### config.mk
export PLATFORM = sky130hd
export DESIGN_NAME = fetch_decode_unit_flat
export DESIGN_NICKNAME = d
export VERILOG_FILES = /design/src/rtl/cpu8_pkg.sv /design/src/rtl/fetch_decode_unit_if.sv /design/src/rtl/fdu_regfile.sv /design/src/rtl/fetch_decode_unit.sv /design/src/flat_wrapper.sv
export SDC_FILE = /design/constraint.sdc
export NUM_CORES = 1
export LEC_CHECK = 0
export BUFFER_PORTS_ARGS = -buffer_cell sky130_fd_sc_hd__buf_2
export CORE_ASPECT_RATIO = 1.1
export CORE_UTILIZATION = 55
export CTS_BUF_LIST = sky130_fd_sc_hd__clkbuf_4
export DETAILED_ROUTE_END_ITERATION = 6
export PLACE_DENSITY = 0.78
export RECOVER_POWER = 100
export SLEW_MARGIN = 20
export SYNTH_ARGS = -nofsm -noshare
export SYNTH_HDL_FRONTEND = slang
export SYNTH_HIERARCHICAL = 1
export SYNTH_SLANG_ARGS = --single-unit
### constraint.sdc
create_clock -name clk -period 3.6 [get_ports clk]
set_clock_uncertainty 0.15 [all_clocks]
set_input_delay 0.9 -clock clk [delete_from_list [all_inputs] [get_ports clk]]
set_output_delay 0.9 -clock clk [all_outputs]
set_load 0.005 [all_outputs]
### src/rtl/cpu8_pkg.sv
// Shared definitions for the fetch/decode sequencer: opcodes, FSM states,
// instruction field positions and the HALT encoding.
package cpu8_pkg;

    localparam logic [2:0] OP_ADD  = 3'd0;
    localparam logic [2:0] OP_SUB  = 3'd1;
    localparam logic [2:0] OP_AND  = 3'd2;
    localparam logic [2:0] OP_OR   = 3'd3;
    localparam logic [2:0] OP_XOR  = 3'd4;
    localparam logic [2:0] OP_MUL  = 3'd5;
    localparam logic [2:0] OP_DIV  = 3'd6;
    localparam logic [2:0] OP_COMP = 3'd7;

    localparam int NUM_REGS = 4;
    localparam int REG_W    = 8;

    localparam int OPC_HI = 15;
    localparam int OPC_LO = 13;
    localparam int RD_HI  = 12;
    localparam int RD_LO  = 11;
    localparam int RS1_HI = 10;
    localparam int RS1_LO = 9;
    localparam int RS2_HI = 8;
    localparam int RS2_LO = 7;
    localparam int ST_BIT = 6;

    localparam logic [15:0] HALT_WORD = 16'hFFFF;

    typedef enum logic [2:0] {
        ST_IDLE   = 3'd0,
        ST_FETCH  = 3'd1,
        ST_DECODE = 3'd2,
        ST_EXEC   = 3'd3,
        ST_WB     = 3'd4,
        ST_HALT   = 3'd5
    } state_t;

endpackage

### src/rtl/fetch_decode_unit_if.sv
// Operand/result bus between the sequencer and the downstream ALU stage.
// The sequencer is the master: it drives operands, opcode and the store strobe
// and receives the combinational ALU result and carry.
interface fetch_decode_unit_if;
    logic [7:0] a;
    logic [7:0] b;
    logic [2:0] opcode;
    logic       save;
    logic [7:0] alu_out;
    logic       carry_out;

    modport master (
        output a, b, opcode, save,
        input  alu_out, carry_out
    );

    modport slave (
        input  a, b, opcode, save,
        output alu_out, carry_out
    );
endinterface

### src/rtl/fdu_regfile.sv
// 4x8 register file: two combinational read ports, one synchronous write port.
// The write port is shared between host preload and instruction writeback.
module fdu_regfile
    import cpu8_pkg::*;
(
    input  logic             clk,
    input  logic             reset,
    input  logic             we,
    input  logic [1:0]       wr_addr,
    input  logic [REG_W-1:0] wr_data,
    input  logic [1:0]       rd_addr1,
    input  logic [1:0]       rd_addr2,
    output logic [REG_W-1:0] rd_data1,
    output logic [REG_W-1:0] rd_data2
);

    logic [REG_W-1:0] regs [NUM_REGS];

    // Clear all registers on reset, otherwise perform the single selected write
    always_ff @(posedge clk) begin
        if (reset) begin
            for (int i = 0; i < NUM_REGS; i++) begin
                regs[i] <= '0;
            end
        end else if (we) begin
            regs[wr_addr] <= wr_data;
        end
    end

    assign rd_data1 = regs[rd_addr1];
    assign rd_data2 = regs[rd_addr2];

endmodule

### src/rtl/fetch_decode_unit.sv
// Sequencer for the 8-bit ALU stage: program memory, PC, register file and a
// FETCH/DECODE/EXEC/WB loop that feeds operands downstream and writes back
// the returned result and carry.
module fetch_decode_unit
    import cpu8_pkg::*;
#(
    parameter int PROG_DEPTH = 16,
    parameter int PC_W       = 4
) (
    input  logic                 clk,
    input  logic                 reset,
    input  logic                 start,
    input  logic                 prog_we,
    input  logic [PC_W-1:0]      prog_addr,
    input  logic [15:0]          prog_data,
    input  logic                 rf_we,
    input  logic [1:0]           rf_addr,
    input  logic [7:0]           rf_data,
    fetch_decode_unit_if.master  alu,
    output logic [PC_W-1:0]      pc,
    output logic                 carry_flag,
    output logic                 busy,
    output logic                 halted
);

    state_t      state;
    state_t      next_state;
    logic [15:0] ir;
    logic [15:0] prog [PROG_DEPTH];

    logic        idle_or_halt;
    logic [7:0]  rs1_val;
    logic [7:0]  rs2_val;
    logic        rf_wr_en;
    logic [1:0]  rf_wr_addr;
    logic [7:0]  rf_wr_data;

    assign idle_or_halt = (state == ST_IDLE) || (state == ST_HALT);
    assign busy         = (state == ST_FETCH) || (state == ST_DECODE) ||
                          (state == ST_EXEC)  || (state == ST_WB);
    assign halted       = (state == ST_HALT);
    assign alu.save     = (state == ST_EXEC) && ir[ST_BIT];

    // Host program loads land only while the sequencer is parked
    always_ff @(posedge clk) begin
        if (prog_we && idle_or_halt) begin
            prog[prog_addr] <= prog_data;
        end
    end

    // Register-file write port: writeback in WB, otherwise a host preload while parked
    always_comb begin
        rf_wr_en   = 1'b0;
        rf_wr_addr = rf_addr;
        rf_wr_data = rf_data;
        if (state == ST_WB) begin
            rf_wr_en   = 1'b1;
            rf_wr_addr = ir[RD_HI:RD_LO];
            rf_wr_data = alu.alu_out;
        end else if (idle_or_halt && rf_we) begin
            rf_wr_en   = 1'b1;
        end
    end

    fdu_regfile u_regfile (
        .clk      (clk),
        .reset    (reset),
        .we       (rf_wr_en),
        .wr_addr  (rf_wr_addr),
        .wr_data  (rf_wr_data),
        .rd_addr1 (ir[RS1_HI:RS1_LO]),
        .rd_addr2 (ir[RS2_HI:RS2_LO]),
        .rd_data1 (rs1_val),
        .rd_data2 (rs2_val)
    );

    // State register
    always_ff @(posedge clk) begin
        if (reset) begin
            state <= ST_IDLE;
        end else begin
            state <= next_state;
        end
    end

    // Next-state logic: a HALT word is recognised at DECODE, start only acts when parked
    always_comb begin
        next_state = state;
        case (state)
            ST_IDLE:   if (start) next_state = ST_FETCH;
            ST_FETCH:  next_state = ST_DECODE;
            ST_DECODE: next_state = (ir == HALT_WORD) ? ST_HALT : ST_EXEC;
            ST_EXEC:   next_state = ST_WB;
            ST_WB:     next_state = ST_FETCH;
            ST_HALT:   if (start) next_state = ST_FETCH;
            default:   next_state = ST_IDLE;
        endcase
    end

    // Datapath registers: instruction fetch, operand latch, carry capture and PC advance
    always_ff @(posedge clk) begin
        if (reset) begin
            ir         <= '0;
            pc         <= '0;
            alu.a      <= '0;
            alu.b      <= '0;
            alu.opcode <= OP_ADD;
            carry_flag <= 1'b0;
        end else begin
            case (state)
                ST_IDLE, ST_HALT: begin
                    if (start) pc <= '0;
                end
                ST_FETCH: begin
                    ir <= prog[pc];
                end
                ST_DECODE: begin
                    if (ir != HALT_WORD) begin
                        alu.a      <= rs1_val;
                        alu.b      <= rs2_val;
                        alu.opcode <= ir[OPC_HI:OPC_LO];
                    end
                end
                ST_WB: begin
                    carry_flag <= alu.carry_out;
                    pc         <= pc + 1'b1;
                end
                default: begin
                end
            endcase
        end
    end

endmodule

### src/flat_wrapper.sv
// flat-port wrapper written by rule: the top's interface ports become plain ports
module fetch_decode_unit_flat import cpu8_pkg::*;
#(
    parameter int PROG_DEPTH = 16,
    parameter int PC_W       = 4
)
  (clk, reset, start, prog_we, prog_addr, prog_data, rf_we, rf_addr, rf_data, pc, carry_flag, busy, halted, alu_a, alu_b, alu_opcode, alu_save, alu_alu_out, alu_carry_out);
  fetch_decode_unit_if alu_i ();
  input  logic clk;
  input  logic reset;
  input  logic start;
  input  logic prog_we;
  input  logic [PC_W-1:0] prog_addr;
  input  logic [15:0] prog_data;
  input  logic rf_we;
  input  logic [1:0] rf_addr;
  input  logic [7:0] rf_data;
  output logic [PC_W-1:0] pc;
  output logic carry_flag;
  output logic busy;
  output logic halted;
  output wire logic [$bits(alu_i.a)-1:0] alu_a;
  output wire logic [$bits(alu_i.b)-1:0] alu_b;
  output wire logic [$bits(alu_i.opcode)-1:0] alu_opcode;
  output wire logic [$bits(alu_i.save)-1:0] alu_save;
  input wire logic [$bits(alu_i.alu_out)-1:0] alu_alu_out;
  input wire logic [$bits(alu_i.carry_out)-1:0] alu_carry_out;
  assign alu_a = alu_i.a;
  assign alu_b = alu_i.b;
  assign alu_opcode = alu_i.opcode;
  assign alu_save = alu_i.save;
  assign alu_i.alu_out = alu_alu_out;
  assign alu_i.carry_out = alu_carry_out;
  fetch_decode_unit #(.PROG_DEPTH(PROG_DEPTH), .PC_W(PC_W)) u_core (.clk(clk), .reset(reset), .start(start), .prog_we(prog_we), .prog_addr(prog_addr), .prog_data(prog_data), .rf_we(rf_we), .rf_addr(rf_addr), .rf_data(rf_data), .alu(alu_i), .pc(pc), .carry_flag(carry_flag), .busy(busy), .halted(halted));
endmodule
# [After elaboration in Yosys (flattened, before gate mapping)]
# Memory sizes are Yosys's and may differ from the RTL's. A register that Yosys moved wholly into a read port is not among the register bits.
# Cells that the tools add are included.
[word_totals] out_inout_bits=27 inputBits=44 n_memories=2 mem_bits_rw=288 reg_bits=11 wordCells=47
[mem_list] memory="u_core.prog" words=16 word_bits=16 read_ports=1 rd_ports_with_merged_regs=1 write_ports=1 line="fetch_decode_unit.sv:29" rtl="logic [15:0] prog [PROG_DEPTH];"
[mem_list] memory="u_core.u_regfile.regs" words=4 word_bits=8 read_ports=2 rd_ports_with_merged_regs=2 write_ports=4 line="fdu_regfile.sv:17" rtl="logic [REG_W-1:0] regs [NUM_REGS];"
[op_classes] add_sub_neg=1 reduce_logical=13 mux=19 n_eq_ne=8
[op_table] operator="16-bit == test (second input constant)" count=1
[op_table] operator="8-bit two-way mux" count=2
[op_table] operator="16-bit != test (second input constant)" count=1
[op_table] operator="3-bit one-hot mux with 5 select lines" count=1
[op_table] operator="1-bit two-way mux" count=10
[op_table] operator="4-bit one-hot mux with 2 select lines" count=1
[op_table] operator="8-bit OR reduction" count=1
[op_table] operator="3-bit by 2-bit == test with 1-bit output (second input constant)" count=2
[op_table] operator="3-bit == test (second input constant)" count=2
[op_table] operator="3-bit two-way mux" count=2
[op_table] operator="4-bit by 1-bit adder with 4-bit output (second input constant)" count=1
[op_table] operator="1-bit logical OR" count=4
[op_table] operator="2-bit two-way mux" count=2
[op_table] operator="4-bit two-way mux" count=1
[op_table] operator="2-bit AND reduction" count=2
[op_table] operator="3-bit by 1-bit == test with 1-bit output (second input constant)" count=1
[op_table] operator="1-bit logical AND" count=3
[op_table] operator="3-bit zero test" count=1
[op_table] operator="2-bit by 1-bit != test with 1-bit output (second input constant)" count=1
[op_table] operator="2-bit nonzero test" count=1
[op_table] operator="2-bit OR reduction" count=1

# [Depth between registers and ports, before layout]
[logic_depth] ltp_word=10 ltp_mapped=7 depth_no_buf=5

# [Modules after synthesis]
# The synthesis kept the hierarchy.
[by_module_without_submodules] module="fetch_decode_unit" area_each_um2=11826.3 cells_per_inst=648 n_inst=1 seq_area_each_um2=8548.2
[by_module_without_submodules] module="fdu_regfile" area_each_um2=1671.6 cells_per_inst=94 n_inst=1 seq_area_each_um2=960.9

# [Least setup slack after synthesis]
# No wires, ideal clock.
[synth_path] kind="input to register" startpoint="input port prog_we" endpoint="memory u_core.prog[0][0], enable pin" setup_slack_ps=319 arrival_ps=2721 t_required_ps=3041 n_path_buf=0 setup_ps=409 cell_stages=3 path_cell_list="and3_1 or3b_2 nor3_1"
[synth_between] elab_chain_len=3
[synth_rtl] element="start: declaration" line="flat_wrapper.sv:12" rtl="input logic prog_we;"
[synth_rtl] element="1-bit logical AND" line="fetch_decode_unit.sv:46" rtl="if (prog_we && idle_or_halt) begin"
[synth_rtl] element="1-bit two-way mux" line="fetch_decode_unit.sv:46"
[synth_rtl] element="1-bit two-way mux (not written as such)" line="fetch_decode_unit.sv:47" rtl="prog[prog_addr] <= prog_data;"
[synth_rtl] element="end: declaration" line="fetch_decode_unit.sv:29"
# No other way between the ends.

# [Final worst setup path]
[layout_path] startpoint="register u_core.state[2]" endpoint="memory u_core.prog[9][15], enable pin"
[layout_between] elab_chain_len=5 elab_cells_between_ends=6 classes_between="eq/ne: 1; mux: 2; reduce/logical: 3"
[layout_rtl] element="start: declaration" line="fetch_decode_unit.sv:26" rtl="state_t state;"
[layout_rtl] element="start signal: assignment" line="fetch_decode_unit.sv:82" rtl="state <= next_state;"
[layout_rtl] element="3-bit == test / 3-bit zero test (equally long branches)" line="fetch_decode_unit.sv:38" rtl="assign idle_or_halt = (state == ST_IDLE) || (state == ST_HALT);"
[layout_rtl] element="1-bit logical OR (*)" line="fetch_decode_unit.sv:38"
[layout_rtl] element="1-bit logical AND (*)" line="fetch_decode_unit.sv:46"
[layout_rtl] element="1-bit two-way mux (*)" line="fetch_decode_unit.sv:46"
[layout_rtl] element="1-bit two-way mux (not written as such) (*)" line="fetch_decode_unit.sv:47"
# Every way passes the cells marked *; elsewhere a longest branch is shown, timed or not.

==> results.tsv <==
metric	value	unit
outcome	completed	
required	3.73	ns
drive_above_1_share	27.5	%
synthFlopType	edfxtp_1	
synth_seq_cells	331	
tightest_slew	1.32	ns
gr-total-overflow	0	
yosys-top-cells-count	edfxtp_1 (288), mux2_2 (51), dfxtp_1 (43)	
start_util	56.6	%
wl_per_cell	22.9	um
synth_simple_gate_area_share	6.70	%
die_y	166	um
synth_cell_type_count	52	
min_period_over_period	85.5	%
vias	7649	
clock_latency	0.71	ns
drt_iter0_markers	625	
vdd_ir_drop_max	0.000287	V
post-synth-top-count-cell	edfxtp_1	
ys_seq_area_share	70.4	%
hold_viol_final	0	
nFillCells	1646	
numCtsBuffers	81	
synthCells	742	
synth_top_family_by_area	multiplexers	
grt_use_total	23.6	%
power_density	514	nW/um2
viasPerCell	6.09	
synth-edff-count	288	
area_growth	13.1	%
clock.fmax	325	MHz
grt_pass1_vias	8011	
synth_fa_ha_area_share	0.0927	%
gp_congestion	0.867	
path_clk_slew	0.06	ns
stdcell_area	15300	um2
relSlewSlack	12.3	%
clock_path_buffers	3	
cts_num_sinks	331	
rows	59	
design_power_total	0.00785	W
yosys.area.top_type	edfxtp_1	
synthMuxAreaShare	16.6	%
io_buffers	70	
cts_tree	done	
holdBufCountCts	0	
core_area	23800	um2
grt_start_max_net_pins	48	
dr.pass1.iters	5	
grt_pass1_wl	43800	um
period_minus_slack	3.08	ns
grt_busiest_layer	met2	
dp.cells	1110	
dpl_cell_area	14300	um2
tns	0	ns
rsz0062_at_grt	no	
cp_slowest_cell	clkbuf_1	
fin_cells	1255	
power_leakage	5.02	nW
root_buffer	clkbuf_4	
crit_chain	xnor2_1 > and3_1 > nand3b_1 > nor2_2 > clkbuf_1	
critPathArrivalTime	3.21	ns
antenna_found_initial	1	
cap_violations	0	
synth-xor-area-share	0.195	%
die-width	151	um
totalWireLength	28700	um
dieArea	25200	um2
crit_type	reg -> reg	
drtAntennaViolNets	0	
synth.area.top_cells	edfxtp_1 (64%), mux4_1 (7.6%), dfxtp_1 (6.4%), mux2_2 (4.3%), mux4_2 (4.2%)	
post_cts_resize_count	0	
ys_warn_count	6	
whs	0.306	ns
gr-usage-met2	39.6	%
htreeDepth	3	
startpoint_type	register	
syn_avg_cell_area	18.2	um2
async_flop_share	0	%
holdCritPathClass	in -> reg	
synthDominantCellAreaShare	64.1	%
pin_count	71	
final_max_slew_viol_count	0	
nNetsFinal	933	
dp_hpwl	17900	um
synth_compound_area_share	4.06	%
drcViolationCount	0	
cp_max_fo	16	
synth_area	13500	um2
post_cts_buffers	0	
use_met3	5.60	%
max_stage_delay	0.97	ns
critPathCaptureType	register	
synthesis.nets	787	
grt_use_met1	28.8	%
finalSetupViolCount	0	
[worst paths after layout]
check                                startpoint                 end  slack (ns)  depth (start not counted)
worst max-delay path            u_core/state[2]  u_core/prog[9][15]        0.52                          5
worst min-delay path              alu_carry_out   u_core/carry_flag        0.31                          3
worst max register to register  u_core/state[2]  u_core/prog[9][15]        0.52                          5
worst min register to register  u_core/alu.b[4]     u_core/alu.b[4]        0.33                          2
[report_power, final]
part           switching [W]  internal [W]
clock network        0.00143       0.00182
logic               0.000191      0.000117
registers          0.0000446       0.00425
total                0.00167       0.00618
[final cells by class]
cell class | instances | area [um2] | area share, %
diodes | 1 | 2.50 | 0.0164
repair buffers | 105 | 509 | 3.34
clock buffers | 120 | 901 | 5.90
multi-input cells | 365 | 3740 | 24.5
flip-flops and latches | 331 | 9510 | 62.3
inverters | 4 | 15.0 | 0.0984
well taps | 305 | 382 | 2.50
clock inverters | 24 | 209 | 1.37
[cell families (layout without fill, tap and decap cells)]
logic type,after synthesis,after routing
DFF,331,331
and+or+nand+nor,153,153
muxes,123,123
AOI/OAI and AO/OA,85,85
buffers and inverters,46,253
xor gates and xnor gates,3,3
adders and majority gates,1,1
other,0,1
[critical path, delay by kind of cell (launching register included)]
family        cells  cell delay (ns)
buf+inv           1             0.97
simple gates      3             0.73
flops             1             0.57
xor+xnor          1             0.23
[metal layers]
metal  vias up  wire [um]  part of all wire (%)
met5         -          0                     0
met4         0        794                   2.8
met3        70       2280                   8.0
met2       414      14700                    51
met1      3789      11000                    38
li1       3376          -                     -
[sequential cells by signal, summed over array words and instances, names as in the netlist]
register / flops
u_core/alu.a: 8
u_core/alu.b: 8
u_core/alu.opcode: 3
u_core/carry_flag: 1
u_core/ir: 16
u_core/pc: 4
u_core/prog: 256
u_core/state: 3
u_core/u_regfile/regs: 32
[placed cells by master, fill, tap and decap left out, types with 11 or more instances in the layout]
cell and count:
nand3_1 27, mux4_1 39, mux2_2 39, nor2b_1 17, o21ai_0 21, edfxtp_1 288, and2_1 13, mux2_1 12
clkbuf_4 120, o22ai_1 13, nor2_1 21, clkinv_1 15, a21oi_1 24, buf_2 34, mux4_2 25, and2_0 11
clkbuf_1 55, dfxtp_1 42, nor3_1 17, a221o_1 13
[stage by stage]
step / utilization [%] / setup WS (ns)
2_1_floorplan: - / 0.319
3_3_place_gp: 60.0 / 0.768
3_5_place_dp: 60.0 / 0.721
4_1_cts: 64.7 / 0.787
5_1_grt: 64.0 / 0.379
6_report: 64.0 / 0.523
No activity file was read; power rests on OpenSTA's default activity.
